$ cat config.mk
export PLATFORM = sky130hd
export DESIGN_NAME = key_entry
export DESIGN_NICKNAME = d
export VERILOG_FILES = /design/src/rtl/key_entry_pkg.sv /design/src/rtl/key_entry_edge.sv /design/src/rtl/key_entry.sv
export SDC_FILE = /design/constraint.sdc
export NUM_CORES = 1
export LEC_CHECK = 0
export CAP_MARGIN = 15
export CORE_MARGIN = 2
export CORE_UTILIZATION = 54
export DETAILED_ROUTE_END_ITERATION = 8
export PLACE_DENSITY = 0.86
export SLEW_MARGIN = 20
export SYNTH_ARGS = -nofsm -noshare
export SYNTH_HDL_FRONTEND = slang
export SYNTH_SLANG_ARGS = --single-unit
export TNS_END_PERCENT = 5
$ cat constraint.sdc
create_clock -name clk -period 7.6 [get_ports clk]
set_clock_uncertainty 0.15 [all_clocks]
set_input_delay 1.52 -clock clk [delete_from_list [all_inputs] [get_ports clk]]
set_output_delay 1.52 -clock clk [all_outputs]
set_load 0.02 [all_outputs]
$ cat src/rtl/key_entry_pkg.sv
// Shared types and constants for the keypad operand-entry block.
package key_entry_pkg;

  localparam int unsigned VAL_W      = 32;
  localparam int unsigned DIG_W      = 4;
  localparam int unsigned CODE_W     = 5;
  localparam int unsigned NIBBLES    = 8;

  typedef enum logic [1:0] {
    ST_ENTER_A  = 2'd0,
    ST_ENTER_B  = 2'd1,
    ST_ENTER_OP = 2'd2,
    ST_SHOW     = 2'd3
  } state_t;

  localparam logic [CODE_W-1:0] KEY_BS    = CODE_W'(16);
  localparam logic [CODE_W-1:0] KEY_CLR   = CODE_W'(17);
  localparam logic [CODE_W-1:0] KEY_ENT   = CODE_W'(18);
  localparam logic [CODE_W-1:0] KEY_ABORT = CODE_W'(19);

  localparam logic [VAL_W-1:0]  ALU_OP_MAX = VAL_W'(19);
  localparam logic [DIG_W-1:0]  DIG_FULL   = DIG_W'(NIBBLES);

  // Display enables: everything lit in SHOW, else entered nibbles plus nibble 0.
  function automatic logic [NIBBLES-1:0] digit_enable(input state_t st,
                                                      input logic [DIG_W-1:0] dig);
    logic [NIBBLES-1:0] en;
    en = '0;
    if (st == ST_SHOW) begin
      en = '1;
    end else begin
      for (int i = 0; i < NIBBLES; i++) begin
        en[i] = (DIG_W'(i) < dig) || (i == 0);
      end
    end
    return en;
  endfunction

endpackage

$ cat src/rtl/key_entry_edge.sv
// key_edge: rising-edge detector for the keypad strobe level.
//   clk, reset (async, active-high), level (strobe in), rise (event, same cycle).
// History resets to 1 so a key held across reset release gives no event.
module key_edge (
  input  logic clk,
  input  logic reset,
  input  logic level,
  output logic rise
);

  logic r_level_q;

  // Previous-edge sample of the strobe level.
  always_ff @(posedge clk or posedge reset) begin
    if (reset) r_level_q <= 1'b1;
    else       r_level_q <= level;
  end

  assign rise = level & ~r_level_q;

endmodule

$ cat src/rtl/key_entry.sv
// key_entry: keypad operand/opcode entry controller.
//   clk, reset (async, active-high), strobe/code from keypad scanner.
//   value/digits: operand being typed; digit_en: 7-seg nibble enables (comb).
//   a_reg/b_reg/op: latched operands and opcode; load_a/load_b/go: 1-cycle pulses.
//   err: sticky bad-opcode flag; state: current FSM state.
module key_entry
  import key_entry_pkg::*;
(
  input  logic                clk,
  input  logic                reset,
  input  logic                strobe,
  input  logic [CODE_W-1:0]   code,
  output logic [VAL_W-1:0]    value,
  output logic [DIG_W-1:0]    digits,
  output logic [NIBBLES-1:0]  digit_en,
  output logic [VAL_W-1:0]    a_reg,
  output logic [VAL_W-1:0]    b_reg,
  output logic [CODE_W-1:0]   op,
  output logic                load_a,
  output logic                load_b,
  output logic                go,
  output logic                err,
  output logic [1:0]          state
);

  logic                w_rise;
  state_t              r_state, w_state_nx;
  logic [VAL_W-1:0]    r_value, w_value_nx;
  logic [DIG_W-1:0]    r_digits, w_digits_nx;
  logic [VAL_W-1:0]    r_a, w_a_nx;
  logic [VAL_W-1:0]    r_b, w_b_nx;
  logic [CODE_W-1:0]   r_op, w_op_nx;
  logic                r_load_a, w_load_a_nx;
  logic                r_load_b, w_load_b_nx;
  logic                r_go, w_go_nx;
  logic                r_err, w_err_nx;

  key_edge u_edge (
    .clk   (clk),
    .reset (reset),
    .level (strobe),
    .rise  (w_rise)
  );

  // State and datapath registers.
  always_ff @(posedge clk or posedge reset) begin
    if (reset) begin
      r_state  <= ST_ENTER_A;
      r_value  <= '0;
      r_digits <= '0;
      r_a      <= '0;
      r_b      <= '0;
      r_op     <= '0;
      r_load_a <= 1'b0;
      r_load_b <= 1'b0;
      r_go     <= 1'b0;
      r_err    <= 1'b0;
    end else begin
      r_state  <= w_state_nx;
      r_value  <= w_value_nx;
      r_digits <= w_digits_nx;
      r_a      <= w_a_nx;
      r_b      <= w_b_nx;
      r_op     <= w_op_nx;
      r_load_a <= w_load_a_nx;
      r_load_b <= w_load_b_nx;
      r_go     <= w_go_nx;
      r_err    <= w_err_nx;
    end
  end

  // Next-state and datapath decode; only a detected key event changes anything.
  always_comb begin
    w_state_nx  = r_state;
    w_value_nx  = r_value;
    w_digits_nx = r_digits;
    w_a_nx      = r_a;
    w_b_nx      = r_b;
    w_op_nx     = r_op;
    w_load_a_nx = 1'b0;
    w_load_b_nx = 1'b0;
    w_go_nx     = 1'b0;
    w_err_nx    = r_err;

    if (w_rise) begin
      if (code < KEY_BS) begin
        // Hex digit: saturates at eight nibbles, ignored while showing result.
        if (r_state != ST_SHOW && r_digits < DIG_FULL) begin
          w_value_nx  = {r_value[VAL_W-5:0], code[3:0]};
          w_digits_nx = r_digits + DIG_W'(1);
        end
      end else begin
        case (code)
          KEY_BS: begin
            if (r_digits != '0) begin
              w_value_nx  = r_value >> 4;
              w_digits_nx = r_digits - DIG_W'(1);
            end
          end
          KEY_CLR: begin
            w_value_nx  = '0;
            w_digits_nx = '0;
            w_err_nx    = 1'b0;
          end
          KEY_ENT: begin
            case (r_state)
              ST_ENTER_A: begin
                w_a_nx      = r_value;
                w_load_a_nx = 1'b1;
                w_value_nx  = '0;
                w_digits_nx = '0;
                w_state_nx  = ST_ENTER_B;
              end
              ST_ENTER_B: begin
                w_b_nx      = r_value;
                w_load_b_nx = 1'b1;
                w_value_nx  = '0;
                w_digits_nx = '0;
                w_state_nx  = ST_ENTER_OP;
              end
              ST_ENTER_OP: begin
                // Out-of-range opcode keeps the entry so the user can fix it.
                if (r_value <= ALU_OP_MAX) begin
                  w_op_nx    = r_value[CODE_W-1:0];
                  w_go_nx    = 1'b1;
                  w_err_nx   = 1'b0;
                  w_state_nx = ST_SHOW;
                end else begin
                  w_err_nx   = 1'b1;
                end
              end
              default: begin
                w_value_nx  = '0;
                w_digits_nx = '0;
                w_state_nx  = ST_ENTER_A;
              end
            endcase
          end
          KEY_ABORT: begin
            w_value_nx  = '0;
            w_digits_nx = '0;
            w_err_nx    = 1'b0;
            w_state_nx  = ST_ENTER_A;
          end
          default: ;
        endcase
      end
    end
  end

  assign value    = r_value;
  assign digits   = r_digits;
  assign a_reg    = r_a;
  assign b_reg    = r_b;
  assign op       = r_op;
  assign load_a   = r_load_a;
  assign load_b   = r_load_b;
  assign go       = r_go;
  assign err      = r_err;
  assign state    = r_state;
  assign digit_en = digit_enable(r_state, r_digits);

endmodule

Word-level counts from Yosys, hierarchy flattened
Index checks and enable logic that the tools add are counted.

Register bits after elaboration: 112. Bits of input ports: 8. Output and inout bits: 119. Word-level logic and storage cells: 82.

$add $sub $neg: 2. $lt $le $gt $ge: 10. Eq/ne operators: 13. Multiplexer cells: 30. Bitwise logic cells: 3. Reduce and logical (&&, ||, !) cells: 13.

Operators with widths (count): 2-to-1 mux 32 bit (4); one-hot mux 32 bit (3 select lines) (1); less-or-equal comparator 32 x 5 -> 1 bit, second input constant (1); == test 5 bit, second input constant (4); < comparator 3 x 4 -> 1 bit, first input constant (4); 2-to-1 mux 4 bit (4); AND reduction 4 bit (4); 2-to-1 mux 1 bit (15); one-hot mux 4 bit (3 select lines) (1); AND reduction 5 bit (2); != test 3 bit, second input constant (3); < comparator 2 x 4 -> 1 bit, first input constant (2); 2-to-1 mux 8 bit (1); nonzero test 4 bit (2); one-hot mux 2 bit (3 select lines) (1); < comparator 5 bit, second input constant (1); adder 4 x 1 -> 4 bit, second input constant (1); == test 2 bit, second input constant (2); < comparator 1 x 4 -> 1 bit, first input constant (1); < comparator 4 bit, second input constant (1); != test 2 bit, second input constant (2); one-hot mux 2 bit (2 select lines) (1); nonzero test 2 bit (2); subtractor 4 x 1 -> 4 bit, second input constant (1); other kinds (9) (10).

Logic depth before layout (Yosys ltp)
Word-level depth: 6. Depth in mapped cells: 7. Depth with buffers taken out: 6.

Hierarchy
From an unflattened synthesis, not the netlist that was laid out.

Cells, all modules: 382. Area, all modules: 5024.8 um^2.

By module, submodules not included: key_entry (instances 1, cells each 379, area each 4981.0 um^2, seq. area each 2777.7 um^2); key_edge (instances 1, cells each 3, area each 43.8 um^2, seq. area each 26.3 um^2).

Least setup slack after synthesis
Ideal clock, no wire load.

Path type: flip-flop to output port. Start: reg r_state[0], in the netlist state[0]. End: out digit_en[2]. Arrival: 1.575 ns. Data required time: 5.930 ns. Path slack: 4.355 ns. Stages on the path, launching flop included: 5. Path buffers: 0. Cell sequence: dfrtp_1 -> ha_1 -> nor2_1 -> inv_1 -> or3_1.

Longest elaborated chain between the ends: 2.

RTL lines: start: declaration (line key_entry.sv:27) `state_t r_state, w_state_nx;`; start signal: assignment (line key_entry.sv:59) `r_state <= w_state_nx;`; == test 2 bit (line key_entry_pkg.sv:29) `if (st == ST_SHOW) begin`; 2-to-1 mux 8 bit (line key_entry_pkg.sv:29); end: declaration (line key_entry.sv:15) `output logic [NIBBLES-1:0] digit_en,`.

Every way passes these cells.

Final worst setup path
Start: in code[4]. End: reg r_value[26], in the netlist value[26].

Longest elaborated chain between the ends: 4.

RTL lines: start: declaration (line key_entry.sv:12) `input logic [CODE_W-1:0] code,`; branches (longest 4 deep; another with < comparator 5 bit); end signal: assignment (line key_entry.sv:60) `r_value <= w_value_nx;`; end: declaration (line key_entry.sv:28) `logic [VAL_W-1:0] r_value, w_value_nx;`.

Parallel ways; which one is timed is not known. A chain may end at the register's enable or synchronous reset.

==> metrics <==
outcome=finished clean; Worst Path Arrival=4.20 ns; Post-synth EDFFs=0; H-tree levels=3; Synth Instances=around 380; Max VDD drop=between 0.2 and 0.25 mV; all-layer global routing usage=between 20% and 30%; Final GP Congestion=around 0.84; Tmin final=between 4 and 5 ns; Seq/Total Area, Yosys=between 50% and 60%; Clk Latency, worst-skew pair=between 0.3 and 0.4 ns; die width=between 100 and 150 um; via count=3544; clock root buffer=clkbuf_8; critical path's slowest cell=and2_1; Slew HR=a little under a third; type of the most critical hold path=reg -> reg; # rows=35; Seq. cell area=2804 um^2; Setup Fix Bufs, Post-CTS=0; Initial DRT Pass Iterations=4; Leak=about 3.1 nW; area grow syn2layout=28.23%; num ports=127; Nets=a little over 500; CP startpoint kind=input pin; ys flop type=dfrtp_1; share of cells above drive strength 1=between 20 and 25%; max-cap viol count=0; number of setup violations in the final report=0; Detailed Route WL=approximately 12 mm; Post-Route Utilization=between 70 and 80%; global route overflow=0; CTS tree=yes; fin crit share=a little over half; CTS sink count=between 100 and 150; Synth Area in XOR/XNOR=0%; chip height=around 100 um; Vias/cell=~5.6; WS Path Type=in -> reg; Multi-input gate area=between 2000 and 2500 um^2; fraction of synthesized area in multiplexers=24.95%; Post-CTS Resized=0; main combinational cell family by area after synthesis=multiplexers; core area=~9300 um^2; largest net degree at the start of global routing=about 60; DP HPWL=~8.2 mm; Hold Violations, Final=0; initial antenna violation count=0; CTS Buf Count=9; fillers=665; adder-cell area share of the yosys netlist=1.677%; diodes inserted=0; Routed WL per cell=between 15 and 20 um; worst slew pin tran=1.022 ns; synthesized area=5221 um^2; Largest stage delay, worst path=between 0.8 and 0.9 ns; Starting Density=a little under three fifths; Power Density=about 240 nW/um^2; CP Max Fanout=40; syn nets=approximately 400; DRT iter0 DRCs=approximately 230; CTS Buffer Depth=2; Netlist cell types=45; crit path cell chain=clkdlybuf4s50_1 > buf_4 > nor3b_4 > and2_1 > o2bb2ai_1 > mux2_4; Highest Clock Rate=between 0.2 and 0.25 GHz; ys async rst share=100.0%; Synth Area in Compound Gates=7.668%; CTS Hold Bufs=0; vias in the first global route=3553; clock slew at reported path FFs=approximately 0.11 ns; Seq cells post-synth=~110; drc violations=0; Post-DRT Antenna Nets=0; fin. max-slew vios=0; RSZ-0062 raised after global routing=no; Post-Syn Area per Cell=between 10 and 15 um^2; Worst Setup End Kind=flop; first-pass GRT wire length=roughly 19 mm; Post-Synth Simple-Gate Area=under 10%; die area=roughly 10000 um^2; Synth Warn #=0; CP required=7.71 ns; IO buf count=around 130; setup TNS=0 ns
## power breakdown
group          total, mW  internal, mW  leakage (nW)  switching, mW
clock network      0.371         0.166         0.109          0.205
logic              0.493         0.247          1.48          0.246
registers          0.753         0.650          1.54          0.103
## critical path, delay by kind of cell
family / cells / cell delay (ns)
buf+inv: 2 / 0.81
simple gates: 2 / 1.29
compound gates: 1 / 0.25
mux: 1 / 0.32
## placed cells by master, fill, tap and decap left out, types with 7 or more instances in the layout
| cell | Yosys | layout |
|---|---|---|
| mux2_4 | 28 | 28 |
| mux2_2 | 54 | 54 |
| nor2b_1 | 7 | 7 |
| mux2_1 | 19 | 19 |
| clkbuf_8 | 0 | 10 |
| clkdlybuf4s50_1 | 0 | 125 |
| o21ai_0 | 10 | 10 |
| o2bb2ai_1 | 27 | 27 |
| dfrtp_1 | 111 | 111 |
| inv_1 | 10 | 9 |
| ha_1 | 7 | 7 |
| nand2_1 | 35 | 35 |
## worst paths after layout
| check | from | end | slack [ns] | cells past startpoint |
|---|---|---|---|---|
| min in group asynchronous | reset | b_reg[29]$_DFFE_PP0P_ | 1.43 | 2 |
| max in group asynchronous | reset | state[1]$_DFFE_PP0P_ | 4.67 | 3 |
| setup / recovery | code[4] | value[26]$_DFFE_PP0P_ | 3.51 | 6 |
| hold reg to reg | b_reg[7]$_DFFE_PP0P_ | b_reg[7]$_DFFE_PP0P_ | 0.35 | 1 |
| hold / removal | b_reg[7]$_DFFE_PP0P_ | b_reg[7]$_DFFE_PP0P_ | 0.35 | 1 |
| setup reg to reg | digits[1]$_DFFE_PP0P_ | value[16]$_DFFE_PP0P_ | 5.10 | 6 |
## cell usage after synthesis (2+ instances only)
cell type  number  area (um^2)
mux2_2         54        608.1
a21oi_1         6        30.03
nor4_1          6        37.54
nor3b_4         3        56.30
o21ai_0        10        50.05
mux2i_1         6        60.06
buf_12          3        60.06
dfrtp_1       111         2778
nor3_1          4        20.02
nor2b_1         7        43.79
nand2_1        35        131.4
buf_2           3        15.01
nor2_1          2        7.510
mux2_1         19        214.0
inv_1          10        37.54
o211ai_1        2        15.01
ha_1            7        87.58
mux2_4         28        420.4
buf_6           6        67.56
nand4_1         2        12.51
clkbuf_1        7        26.28
o2bb2ai_1      27        236.5
## area by class of cell
| type | count | area share [%] |
|---|---|---|
| Multi-Input combinational cell | 238 | 32.84 |
| Clock buffer | 10 | 2.056 |
| Sequential cell | 112 | 41.88 |
| Clock inverter | 6 | 1.084 |
| Timing Repair Buffer | 129 | 19.14 |
| Inverter | 10 | 0.5980 |
| Tap cell | 129 | 2.411 |
## cell families after synthesis
kind of cell	Yosys count
simple gates	70
fa+ha+maj	7
mux	107
other cells	1
buf+inv	31
compound gates	53
flops	112
## routing by layer
metal  global-route usage, %  up-vias  share of wire [%]
met2                   40.13      136                 51
li1                        -     1606                  -
met5                       0        -                  0
met3                   3.625       19                5.3
met4                   8.923        0                2.1
met1                   31.28     1783                 41
## per-stage QoR
step / cells / setup slack (ns) / cell area (um^2) / hold slack (ns) / power, mW
after CTS: 634 / 3.538 / 6695 / 0.3543 / 1.628
after global placement: 618 / 3.294 / 6485 / 0.3175 / 1.236
after global routing: 634 / 3.379 / 6695 / 0.3684 / 1.696
final: 634 / 3.511 / 6695 / 0.3471 / 1.616
after detailed placement: 618 / 3.157 / 6485 / 0.3289 / 1.253
after floorplan: 381 / 2.973 / 5221 / 0.4595 / 1.029
(Power assumes the default switching activity.)
==> edit: new RTL, config.mk and constraints unchanged <==
`NIBBLES`: 8 -> 7.
--- a/src/rtl/key_entry_pkg.sv
+++ b/src/rtl/key_entry_pkg.sv
@@ -6,3 +6,3 @@
   localparam int unsigned CODE_W     = 5;
-  localparam int unsigned NIBBLES    = 8;
+  localparam int unsigned NIBBLES    = 7;
 
Ports: changed (resized digit_en); port bits go from 127 to 126. The function was not compared with the original's and may differ.
==> edit against the original RTL <==
  * Final area down 4.6%
  * Sequential power is 24% higher
  * Area after synthesis decreased by 6.7%
  * Sequential cell count unchanged
  * Worst setup slack better by 0.18 ns
  * Routed wire length decreased by 4.4%
  * Total power is 29% higher
==> edit: results (changes against the original RTL) <==
worst_setup_path:
  crit_path_end: "value[29]"
  reg2reg_to: "digits[3]"
  max_stage_delay_ns: 0.81  # -0.05 ns
  r2r_start: "digits[0]"
  setup.worst_path.start: "code[4]"
  regToRegSetupSlack_ns: 4.98  # -0.12 ns
  critPathMaxFanout: 71  # +78%
  rr_worst_depth: 8  # +2
  worst_path_max_delay_cell: "buf_2"
cts:
  cts_max_level: 3  # unchanged
  cts_resized: 0  # unchanged
  cts_buffers: 9  # unchanged
  cts.clk_slew.worst_paths_ns: 0.10
  post_cts_buffers: 0  # unchanged
  clk_latency_ns: 0.37  # about the same
  cts_buffer_depth: 2  # unchanged
placement:
  dp.cells: 630  # +1.9%
  io_buffers: 124  # -0.80%
  dp_hpwl_um: 7730  # -5.6%
  post-place-ws_ns: 3.41  # +0.251 ns
  gp_congestion: 0.793  # -5.9%
synthesis:
  syn_nets: 434  # +9.6%
  yosysSeqAreaShare: 0.576  # +0.0385
  synthMuxAreaShare: 0.149  # -0.100
  synth_ff_type: "dfrtp_1"
  synth_cell_types: 42  # -6.7%
  synth_fa_ha_area_frac: 0.0180  # +0.00120
  synth.yosys.warnings: 0  # unchanged
  synthTopCellsByCount: "dfrtp_1 (111), mux2_2 (59), nor2_1 (35), a31oi_1 (30), a21oi_1 (29)"
  synthTopCellsByArea: "dfrtp_1 (57%), mux2_2 (14%), a31oi_1 (3.9%), nor2b_1 (3.6%), a21oi_1 (3.0%)"
  syn_inst: 419  # +10%
  synth_compound_area_frac: 0.0973  # +0.0206
timing:
  max-slew-margin-rel: 0.266  # -0.0523
  layout_min_cycle_time_ns: 3.90  # -0.185 ns
  fin_hold_ws_ns: 0.353  # +0.00599 ns
finish:
  drive_gt1_frac: 0.169  # -0.0510
  nNetsFinal: 549  # +6.6%
  antenna_cells: 0  # unchanged
grt:
  grt_max_degree: 81  # +33%
  use_met2: 0.385  # -0.0162
  grt_use_total: 0.242  # +0.00435
  grt_use_met1: 0.341  # +0.0285
  use_met3: 0.0418  # +0.00559
  antenna_found_initial: 0  # unchanged
  grt_first_pass_wirelength_um: 19000  # +0.55%
pwr:
  power.leakage_nw: 2.90  # -7.4%
  ir_drop_v: 0.000183  # -12%
  swShare: 0.400  # +0.0576
detailed_routing:
  drtPass1Iterations: 5  # +1
  drt-total-wl_um: 11500  # -4.4%
  drtIter0Drc: 249  # +10%
  num_vias: 3709  # +4.7%
  post_drt_wl_per_cell_um: 17.7  # -6.3%
hold_path:
  hold-path-endpoint: "a_reg[31]"
  hold_path.class: "reg2reg"
  hold_start: "a_reg[31]"
  holdPathStages: 2  # +1
run_status:
  status: "finished, final reports clean"
[edit: changes by cell type after synthesis, moves of 15 or more]
| cell | delta |
|---|---|
| o2bb2ai_1 | -27 |
| nand2_1 | -15 |
| mux2_1 | -17 |
| a31oi_1 | +30 |
| nor2b_1 | +21 |
| nor2_1 | +33 |
| mux2_4 | -28 |
| a21oi_1 | +23 |
[edit: power groups by stage]
stage / Clock, mW / Sequential, mW / Combinational (mW)
floorplan: 0 / 1.02 / 0.298
global placement: 0 / 0.937 / 0.778
detailed placement: 0 / 0.944 / 0.805
CTS: 0.346 / 0.932 / 0.810
global route: 0.370 / 0.959 / 0.864
finish: 0.340 / 0.934 / 0.807
[edit: cell type report]
type,count,area [um2]
timing repair buffer,128,1290
clock inverter,5,38.8
sequential,112,2800
multi-input combinational,269,1920
tap,108,135
fill,588,2330
clock buffer,11,151
inverter,14,55.1
[edit: cells by family (layout without fill, tap and decap cells)]
logic type / count (synthesis) / count (layout)
buffers and inverters: 38 / 158
AND/OR/NAND/NOR: 113 / 113
multiplexers: 65 / 65
AO/OA/AOI/OAI: 83 / 83
flip-flops: 112 / 112
adder cells (fa/ha/maj): 7 / 7
other: 1 / 1
[edit: metal layers]
layer,wire length (um),part of all wire,up-vias
met4,198,0.017,0
li1,-,-,1689
met1,4840,0.42,1864
met3,770,0.067,17
met2,5650,0.49,139
met5,0,0,-
[edit: through the flow]
stage	utilization	instance area (um2)	power [mW]
2_1_floorplan	-	4870	1.31
3_3_place_gp	0.708	6170	1.71
3_5_place_dp	0.708	6170	1.75
4_1_cts	0.730	6360	2.09
5_1_grt	0.733	6390	2.19
6_report	0.733	6390	2.08
[edit: critical path: cells and delay by family]
family,cells,cell delay (ns)
AND/OR/NAND/NOR,5,1.15
buffers and inverters,2,1.13
AO/OA/AOI/OAI,1,0.11
